File: src/rtl/taller_alarm_pkg.sv
// rtl/taller_alarm_pkg.sv - shared constants, state encoding and BCD helpers for the alarm clock
package taller_alarm_pkg;

  localparam logic [2:0] ADDR_STATUS   = 3'd0;
  localparam logic [2:0] ADDR_CONTROL  = 3'd1;
  localparam logic [2:0] ADDR_TIME_HM  = 3'd2;
  localparam logic [2:0] ADDR_TIME_S   = 3'd3;
  localparam logic [2:0] ADDR_ALARM_HM = 3'd4;
  localparam logic [2:0] ADDR_COUNT    = 3'd5;

  typedef enum logic [1:0] {
    ST_IDLE    = 2'b00,
    ST_RINGING = 2'b01,
    ST_SNOOZED = 2'b10
  } state_e;

  localparam int CTRL_RUN      = 0;
  localparam int CTRL_ALARM_EN = 1;
  localparam int CTRL_IRQ_EN   = 2;
  localparam int CTRL_SNOOZE   = 3;
  localparam int CTRL_STOP     = 4;

  localparam int STAT_FIRED = 0;
  localparam int STAT_WERR  = 1;

  localparam logic [7:0] BCD_MAX_MS = 8'h59;
  localparam logic [7:0] BCD_MAX_HR = 8'h23;

  // With both digits valid, binary ordering of BCD bytes matches numeric ordering.
  function automatic logic bcd_ok(input logic [7:0] v, input logic [7:0] max);
    return (v[3:0] <= 4'd9) && (v[7:4] <= 4'd9) && (v <= max);
  endfunction

  function automatic logic [7:0] bcd_inc(input logic [7:0] v);
    return (v[3:0] == 4'd9) ? {v[7:4] + 4'd1, 4'd0} : {v[7:4], v[3:0] + 4'd1};
  endfunction

endpackage

File: src/rtl/taller_alarm_clock_if.sv
// rtl/taller_alarm_clock_if.sv - Avalon-MM register bus between host and alarm clock
interface taller_alarm_clock_if;
  logic [2:0]  address;
  logic        chipselect;
  logic        write_n;
  logic [15:0] writedata;
  logic [15:0] readdata;

  modport master (output address, chipselect, write_n, writedata, input readdata);
  modport slave  (input address, chipselect, write_n, writedata, output readdata);
endinterface

File: src/rtl/taller_bcd_digit_pair.sv
// rtl/taller_bcd_digit_pair.sv - two-digit BCD counter wrapping after MAX, with load and carry-out
module taller_bcd_digit_pair
  import taller_alarm_pkg::*;
#(
  parameter logic [7:0] MAX = 8'h59
) (
  input  logic       clk,
  input  logic       rst_n,
  input  logic       load,
  input  logic [7:0] load_val,
  input  logic       en,
  output logic [7:0] value,
  output logic       carry
);
  logic [7:0] value_q, value_d;

  always_comb begin
    value_d = value_q;
    if (load) begin
      value_d = load_val;
    end else if (en) begin
      value_d = (value_q == MAX) ? 8'h00 : bcd_inc(value_q);
    end
  end

  always_ff @(posedge clk or negedge rst_n) begin
    if (!rst_n) value_q <= 8'h00;
    else        value_q <= value_d;
  end

  assign value = value_q;
  assign carry = en && !load && (value_q == MAX);
endmodule

File: src/rtl/taller_alarm_clock.sv
// rtl/taller_alarm_clock.sv - BCD time-of-day core with alarm match, ring/snooze FSM and register file
module taller_alarm_clock
  import taller_alarm_pkg::*;
#(
  parameter int RING_SECONDS   = 60,
  parameter int SNOOZE_SECONDS = 300
) (
  input  logic                       clk,
  input  logic                       reset_n,
  taller_alarm_clock_if.slave        bus,
  input  logic                       tick,
  output logic                       irq,
  output logic                       alarm_ringing,
  output logic [23:0]                time_bcd
);
  localparam logic [8:0] RING_CNT   = 9'(RING_SECONDS);
  localparam logic [8:0] SNOOZE_CNT = 9'(SNOOZE_SECONDS);

  logic       wr_en, wr_status, wr_ctrl, wr_hm, wr_s, wr_alarm;
  logic       hm_ok, s_ok, hm_load, time_load, time_adv;
  logic       snooze_p, stop_p, en_clr_p, match;
  logic [7:0] hh, mm, ss, hh_n, mm_n;
  logic       ss_carry, mm_carry, hh_carry;

  state_e      state_q, state_d;
  logic [2:0]  ctrl_q, ctrl_d;
  logic [15:0] alarm_q, alarm_d;
  logic [8:0]  cnt_q, cnt_d;
  logic        fired_q, fired_d, werr_q, werr_d;
  logic        ringing_q, ringing_d;
  logic [15:0] rdata_q, rdata_d;

  assign wr_en     = bus.chipselect && !bus.write_n;
  assign wr_status = wr_en && (bus.address == ADDR_STATUS);
  assign wr_ctrl   = wr_en && (bus.address == ADDR_CONTROL);
  assign wr_hm     = wr_en && (bus.address == ADDR_TIME_HM);
  assign wr_s      = wr_en && (bus.address == ADDR_TIME_S);
  assign wr_alarm  = wr_en && (bus.address == ADDR_ALARM_HM);

  assign hm_ok     = bcd_ok(bus.writedata[15:8], BCD_MAX_HR) && bcd_ok(bus.writedata[7:0], BCD_MAX_MS);
  assign s_ok      = bcd_ok(bus.writedata[7:0], BCD_MAX_MS);
  assign hm_load   = wr_hm && hm_ok;
  assign time_load = hm_load || (wr_s && s_ok);
  // A valid time write swallows a coincident tick entirely.
  assign time_adv  = tick && ctrl_q[CTRL_RUN] && !time_load;

  assign snooze_p  = wr_ctrl && bus.writedata[CTRL_SNOOZE];
  assign stop_p    = wr_ctrl && bus.writedata[CTRL_STOP];
  assign en_clr_p  = wr_ctrl && !bus.writedata[CTRL_ALARM_EN];

  taller_bcd_digit_pair #(.MAX(BCD_MAX_MS)) u_ss (
    .clk(clk), .rst_n(reset_n), .load(time_load),
    .load_val(wr_hm ? 8'h00 : bus.writedata[7:0]),
    .en(time_adv), .value(ss), .carry(ss_carry)
  );
  taller_bcd_digit_pair #(.MAX(BCD_MAX_MS)) u_mm (
    .clk(clk), .rst_n(reset_n), .load(hm_load), .load_val(bus.writedata[7:0]),
    .en(ss_carry), .value(mm), .carry(mm_carry)
  );
  taller_bcd_digit_pair #(.MAX(BCD_MAX_HR)) u_hh (
    .clk(clk), .rst_n(reset_n), .load(hm_load), .load_val(bus.writedata[15:8]),
    .en(mm_carry), .value(hh), .carry(hh_carry)
  );

  // Match looks at the time this tick lands on, which always has seconds 00.
  assign mm_n  = mm_carry ? 8'h00 : bcd_inc(mm);
  assign hh_n  = mm_carry ? (hh_carry ? 8'h00 : bcd_inc(hh)) : hh;
  assign match = ss_carry && ctrl_q[CTRL_ALARM_EN] && (state_q == ST_IDLE) && ({hh_n, mm_n} == alarm_q);

  always_comb begin
    state_d = state_q;
    cnt_d   = cnt_q;
    ctrl_d  = ctrl_q;
    alarm_d = alarm_q;
    fired_d = fired_q;
    werr_d  = werr_q;
    rdata_d = 16'h0000;

    if (wr_status) begin
      fired_d = 1'b0;
      werr_d  = 1'b0;
    end
    if (wr_ctrl) ctrl_d = bus.writedata[2:0];
    if (wr_alarm && hm_ok) alarm_d = bus.writedata;
    if (((wr_hm || wr_alarm) && !hm_ok) || (wr_s && !s_ok)) werr_d = 1'b1;

    unique case (state_q)
      ST_IDLE: begin
        if (match && !stop_p && !en_clr_p) begin
          state_d = ST_RINGING;
          cnt_d   = RING_CNT;
          fired_d = 1'b1;
        end
      end
      ST_RINGING: begin
        if (stop_p || en_clr_p) begin
          state_d = ST_IDLE;
          cnt_d   = 9'd0;
        end else if (snooze_p) begin
          state_d = ST_SNOOZED;
          cnt_d   = SNOOZE_CNT;
        end else if (tick) begin
          if (cnt_q == 9'd1) state_d = ST_IDLE;
          cnt_d = cnt_q - 9'd1;
        end
      end
      ST_SNOOZED: begin
        if (stop_p || en_clr_p) begin
          state_d = ST_IDLE;
          cnt_d   = 9'd0;
        end else if (tick) begin
          if (cnt_q == 9'd1) begin
            state_d = ST_RINGING;
            cnt_d   = RING_CNT;
            fired_d = 1'b1;
          end else begin
            cnt_d = cnt_q - 9'd1;
          end
        end
      end
      default: begin
        state_d = ST_IDLE;
        cnt_d   = 9'd0;
      end
    endcase

    ringing_d = (state_d == ST_RINGING);

    case (bus.address)
      ADDR_STATUS:   rdata_d = {12'h000, state_q, werr_q, fired_q};
      ADDR_CONTROL:  rdata_d = {13'h0000, ctrl_q};
      ADDR_TIME_HM:  rdata_d = {hh, mm};
      ADDR_TIME_S:   rdata_d = {8'h00, ss};
      ADDR_ALARM_HM: rdata_d = alarm_q;
      ADDR_COUNT:    rdata_d = {7'h00, cnt_q};
      default:       rdata_d = 16'h0000;
    endcase
  end

  always_ff @(posedge clk or negedge reset_n) begin
    if (!reset_n) begin
      state_q   <= ST_IDLE;
      cnt_q     <= 9'd0;
      ctrl_q    <= 3'd0;
      alarm_q   <= 16'h0000;
      fired_q   <= 1'b0;
      werr_q    <= 1'b0;
      ringing_q <= 1'b0;
      rdata_q   <= 16'h0000;
    end else begin
      state_q   <= state_d;
      cnt_q     <= cnt_d;
      ctrl_q    <= ctrl_d;
      alarm_q   <= alarm_d;
      fired_q   <= fired_d;
      werr_q    <= werr_d;
      ringing_q <= ringing_d;
      rdata_q   <= rdata_d;
    end
  end

  assign bus.readdata  = rdata_q;
  assign irq           = fired_q && ctrl_q[CTRL_IRQ_EN];
  assign alarm_ringing = ringing_q;
  assign time_bcd      = {hh, mm, ss};
endmodule

File: src/flat_wrapper.sv
// flat-port wrapper written by rule: the top's interface ports become plain ports
module taller_alarm_clock_flat import taller_alarm_pkg::*;
#(
  parameter int RING_SECONDS   = 60,
  parameter int SNOOZE_SECONDS = 300
)
  (clk, reset_n, tick, irq, alarm_ringing, time_bcd, bus_address, bus_chipselect, bus_write_n, bus_writedata, bus_readdata);
  taller_alarm_clock_if bus_i ();
  input  logic clk;
  input  logic reset_n;
  input  logic tick;
  output logic irq;
  output logic alarm_ringing;
  output logic [23:0] time_bcd;
  input wire logic [$bits(bus_i.address)-1:0] bus_address;
  input wire logic [$bits(bus_i.chipselect)-1:0] bus_chipselect;
  input wire logic [$bits(bus_i.write_n)-1:0] bus_write_n;
  input wire logic [$bits(bus_i.writedata)-1:0] bus_writedata;
  output wire logic [$bits(bus_i.readdata)-1:0] bus_readdata;
  assign bus_i.address = bus_address;
  assign bus_i.chipselect = bus_chipselect;
  assign bus_i.write_n = bus_write_n;
  assign bus_i.writedata = bus_writedata;
  assign bus_readdata = bus_i.readdata;
  taller_alarm_clock #(.RING_SECONDS(RING_SECONDS), .SNOOZE_SECONDS(SNOOZE_SECONDS)) u_core (.clk(clk), .reset_n(reset_n), .bus(bus_i), .tick(tick), .irq(irq), .alarm_ringing(alarm_ringing), .time_bcd(time_bcd));
endmodule
File: config.mk
export PLATFORM = sky130hd
export DESIGN_NAME = taller_alarm_clock_flat
export DESIGN_NICKNAME = d
export VERILOG_FILES = /design/src/rtl/taller_alarm_pkg.sv /design/src/rtl/taller_alarm_clock_if.sv /design/src/rtl/taller_bcd_digit_pair.sv /design/src/rtl/taller_alarm_clock.sv /design/src/flat_wrapper.sv
export SDC_FILE = /design/constraint.sdc
export NUM_CORES = 1
export LEC_CHECK = 0
export BUFFER_PORTS_ARGS = -buffer_cell sky130_fd_sc_hd__buf_2
export CAP_MARGIN = 20
export CORE_MARGIN = 10
export CORE_UTILIZATION = 58
export DETAILED_ROUTE_END_ITERATION = 6
export PLACE_DENSITY = 0.8
export SYNTH_ARGS = -nofsm -noshare
export SYNTH_HDL_FRONTEND = slang
export SYNTH_SLANG_ARGS = --single-unit
File: constraint.sdc
create_clock -name clk -period 8 [get_ports clk]
set_input_delay 0.8 -clock clk [delete_from_list [all_inputs] [get_ports clk]]
set_output_delay 0.8 -clock clk [all_outputs]
set_load 0.005 [all_outputs]
==> impl_summary.txt <==
----------------------------------------------------
[Run status]
  Run status ... finished clean

[STA]
  Final Hold Vio Count ... 0
  Final-report setup violation count ... 0
  Slew at the pin closest to its max-slew limit ... 955.0 ps
  Peak clock frequency supported by timing ... 0.2367 GHz
  RSZ-0062 raised after global routing ... false
  Final-layout worst hold slack ... ~550 ps
  Max-slew headroom ... 0.3617
  Accumulated negative setup slack ... 0 ps
  Final Max Slew Viols ... 0
  Time the final worst path needs with I/O delays and setup ... 4225 ps
  Tcrit/Tclk final ... 0.5282
  Worst clock skew ... 9.077 ps

[Clock network]
  CTS H-Tree Depth ... 3
  Total number of clock tree sinks ... 73
  CTS Buffer Depth ... 2
  Resized cells post-CTS ... 0
  Post-CTS Hold Fix Bufs ... 0
  Total clock buffers created by CTS ... 9
  Clock input transition at the sequential cells of the worst setup and hold paths ... 90 ps
  Clk Latency, worst-skew pair ... approximately 360 ps
  Post-CTS setup buffer count ... 0
  Clock tree from TritonCTS ... yes
  Root cell of the clock tree ... clkbuf_8

[Logic synthesis]
  Post-synthesis sequential element count ... 73
  Leading area contributor after synthesis ... dfrtp_1
  Most instantiated cells after synthesis ... dfrtp_1, nor2_1, nand2_1
  Main area contributors after synthesis ... dfrtp_1, nor2_1, o21ai_0, a21oi_1, ha_1
  Post-Synthesis Cells ... 533
  Avg Cell Area, Syn ... 8.984 um^2
  Count leader, synth ... dfrtp_1
  Post-synthesis cell area ... 0.004788 mm^2
  Number of synthesis warnings ... 0
  Mapped Nets ... 571
  Dominant synthesized flop cell ... dfrtp_1
  Number of enable flip-flop cells after synthesis ... 0
  Sequential area share after synthesis ... 0.3815
  Count of different cell masters after synthesis ... 69
  Async set-or-reset flop fraction in the synthesized netlist ... 1.000
  Area share of the largest cell type after synthesis ... 0.3815

[Setup path]
  Crit path max fanout ... 17
  Startpoint types ... flop
  Setup crit end kind ... flop
  WS Path Type ... reg2reg
  Arrival time of the worst setup path ... 4470 ps
  Worst-case register-to-register setup slack ... roughly 3800 ps
  Worst path required time ... 8240 ps

[Layout]
  Area growth syn-to-layout ... 13.30%
  Footprint of the multi-input gates ... roughly 0.0028 mm^2
  Area occupied by registers ... 0.001827 mm^2
  Post-layout net count ... 628
  Share of post-route cells with drive strength above 1 ... 0.2067
  Number of fillers in the final layout ... between 600 and 700
  Ant. Diodes ... 0

[Drt]
  Router iterations before antenna repair ... 5
  WL final ... 14560 um
  Via Count ... 4588
  Via density per instance ... 6.554
  Routed wire per std cell ... roughly 21 um
  Number of antenna-violating nets in the routed design ... 0
  # DRC ... 0
  Detailed Route Iter0 Violations ... 507

[Global routing]
  Overall global routing resource usage ... 0.2315
  Residual overflow from global routing ... 0
  Pin count of the biggest net entering global routing ... 74
  Vias in the first global route ... 4385
  Number of antenna violations at the first check in global routing ... 0
  Global-route wire length before repair ... 23670 um

[Floorplanning]
  Starting density of the core ... 0.5887
  Top-level port count ... 66
  DIE WIDTH ... 110.9 um
  Height of the chip ... 110.9 um
  Total die area ... approximately 0.012 mm^2
  Standard cell core area ... 0.008134 mm^2
  Count of standard-cell rows ... 33

[Pwr]
  Internal cell power ... 0.6645 mW
  Part of the power in registers ... 0.463
  Worst ir drop on vdd ... 0.09454 mV
  Net switching power ... 0.3136 mW
  Part of the total power dissipated in combinational logic ... 0.190
  Power density normalized to cell area ... 180.3 mW/mm^2
  Fraction of power spent switching nets ... 0.3206
  Leakage power total ... 2.430 nW
  Proportion of power drawn by the clock network ... 0.347

[Job]
  Max-capacitance violation count ... 0

[Placed design]
  DP HPWL ... approximately 11000 um
  Quantity of I/O buffers inserted on ports ... between 60 and 70
  RD Place Congestion ... 0.9727

[Min path]
  Hold WC Path Type ... reg2reg

----------------------------------------------------
==> area by class of cell <==
cell class / count / share of cell area
multi-input cells: 414 / 0.5145
flip-flops and latches: 73 / 0.3367
repair buffers: 70 / 0.06734
clock buffers: 10 / 0.02537
well taps: 105 / 0.02422
clock inverters: 6 / 0.01661
inverters: 22 / 0.01522
==> sequential cells by signal, summed over array words and instances (netlist names) <==
register	flops
u_core.fired_q	1
u_core.state_q	2
u_core.bus.readdata	16
u_core.werr_q	1
u_core.ctrl_q	3
u_core.alarm_q	16
u_core.u_mm.value	8
u_core.u_hh.value	8
u_core.alarm_ringing	1
u_core.u_ss.value	8
u_core.cnt_q	9
==> kinds of logic (layout without fill, tap and decap cells) <==
family,count (synthesis),in the layout,share of synthesized area
buffers and inverters,46,108,0.03841
xor gates and xnor gates,13,13,0.02378
and+or+nand+nor,188,188,0.2022
adders and majority gates,14,14,0.03658
AOI/OAI and AO/OA,172,172,0.2574
DFF,73,73,0.3815
muxes,27,27,0.06010
==> worst paths after layout <==
check,startpoint,cells past startpoint,end
setup / recovery,u_core.u_mm.value[0],10,u_core.cnt_q[6]
hold / removal,u_core.ctrl_q[2],1,u_core.ctrl_q[2]
setup reg to reg,u_core.u_mm.value[0],10,u_core.cnt_q[6]
hold reg to reg,u_core.ctrl_q[2],1,u_core.ctrl_q[2]
max in group asynchronous,reset_n,1,u_core.fired_q
min in group asynchronous,reset_n,1,u_core.bus.readdata[12]
==> critical path, cell delays in order (launching register included) <==
cell and delay, ps:
dfrtp_1 570, ha_1 360, nand4b_2 220, nor4_1 720, a21oi_1 200, or4_1 570
nor4_1 260, o2111ai_1 250, o21ai_4 490, o21ai_0 210, a32o_1 260
==> metal layers <==
| layer | share of wire | GRT usage | vias to the layer above |
|---|---|---|---|
| met5 | 0.0029 | 0.02917 | - |
| li1 | - | - | 2118 |
| met4 | 0.015 | 0.07726 | 2 |
| met1 | 0.45 | 0.3197 | 2234 |
| met3 | 0.087 | 0.05465 | 21 |
| met2 | 0.45 | 0.3432 | 213 |
==> power groups by stage <==
stage,Combinational (mW),Sequential [mW],Clock (mW)
after floorplan,0.115,0.443,0
after global placement,0.177,0.455,0
after detailed placement,0.185,0.458,0
after CTS,0.185,0.451,0.341
after global routing,0.207,0.458,0.359
final,0.186,0.453,0.339
==> through the flow <==
stage | setup WS, ps | instances | utilization | cell area [um^2] | total power [mW]
after CTS | 3841 | 700 | 0.6670 | 5425 | 0.9772
final | 3775 | 700 | 0.6670 | 5425 | 0.9781
after global routing | 3494 | 700 | 0.6670 | 5425 | 1.025
after global placement | 3824 | 684 | 0.6390 | 5197 | 0.6324
after detailed placement | 3733 | 684 | 0.6390 | 5197 | 0.6426
after floorplan | 4751 | 533 | - | 4788 | 0.5586
==> placed cells by master (no fill, tap or decap), types with 5 or more instances in the layout <==
| cell | synthesis | final |
|---|---|---|
| a211oi_1 | 10 | 10 |
| nand2_1 | 41 | 41 |
| a21oi_1 | 36 | 36 |
| buf_2 | 3 | 64 |
| xnor2_1 | 8 | 8 |
| ha_1 | 14 | 14 |
| o31ai_1 | 5 | 5 |
| xor2_1 | 5 | 5 |
| nor2_1 | 53 | 53 |
| nand2b_1 | 10 | 10 |
| a22oi_1 | 11 | 11 |
| dfrtp_1 | 73 | 73 |
| a31oi_1 | 5 | 5 |
| o21ai_0 | 37 | 37 |
| buf_4 | 0 | 6 |
| or3_1 | 8 | 8 |
| nor2b_1 | 11 | 11 |
| a221oi_1 | 6 | 6 |
| a21oi_2 | 5 | 5 |
| nor4_1 | 7 | 7 |
| o211ai_1 | 7 | 7 |
| clkbuf_8 | 0 | 10 |
| nor3_1 | 17 | 16 |
| mux2_2 | 14 | 14 |
| inv_1 | 21 | 21 |
| mux2i_1 | 13 | 13 |
| nand3_1 | 9 | 9 |
No activity file was read; power rests on OpenSTA's default activity.
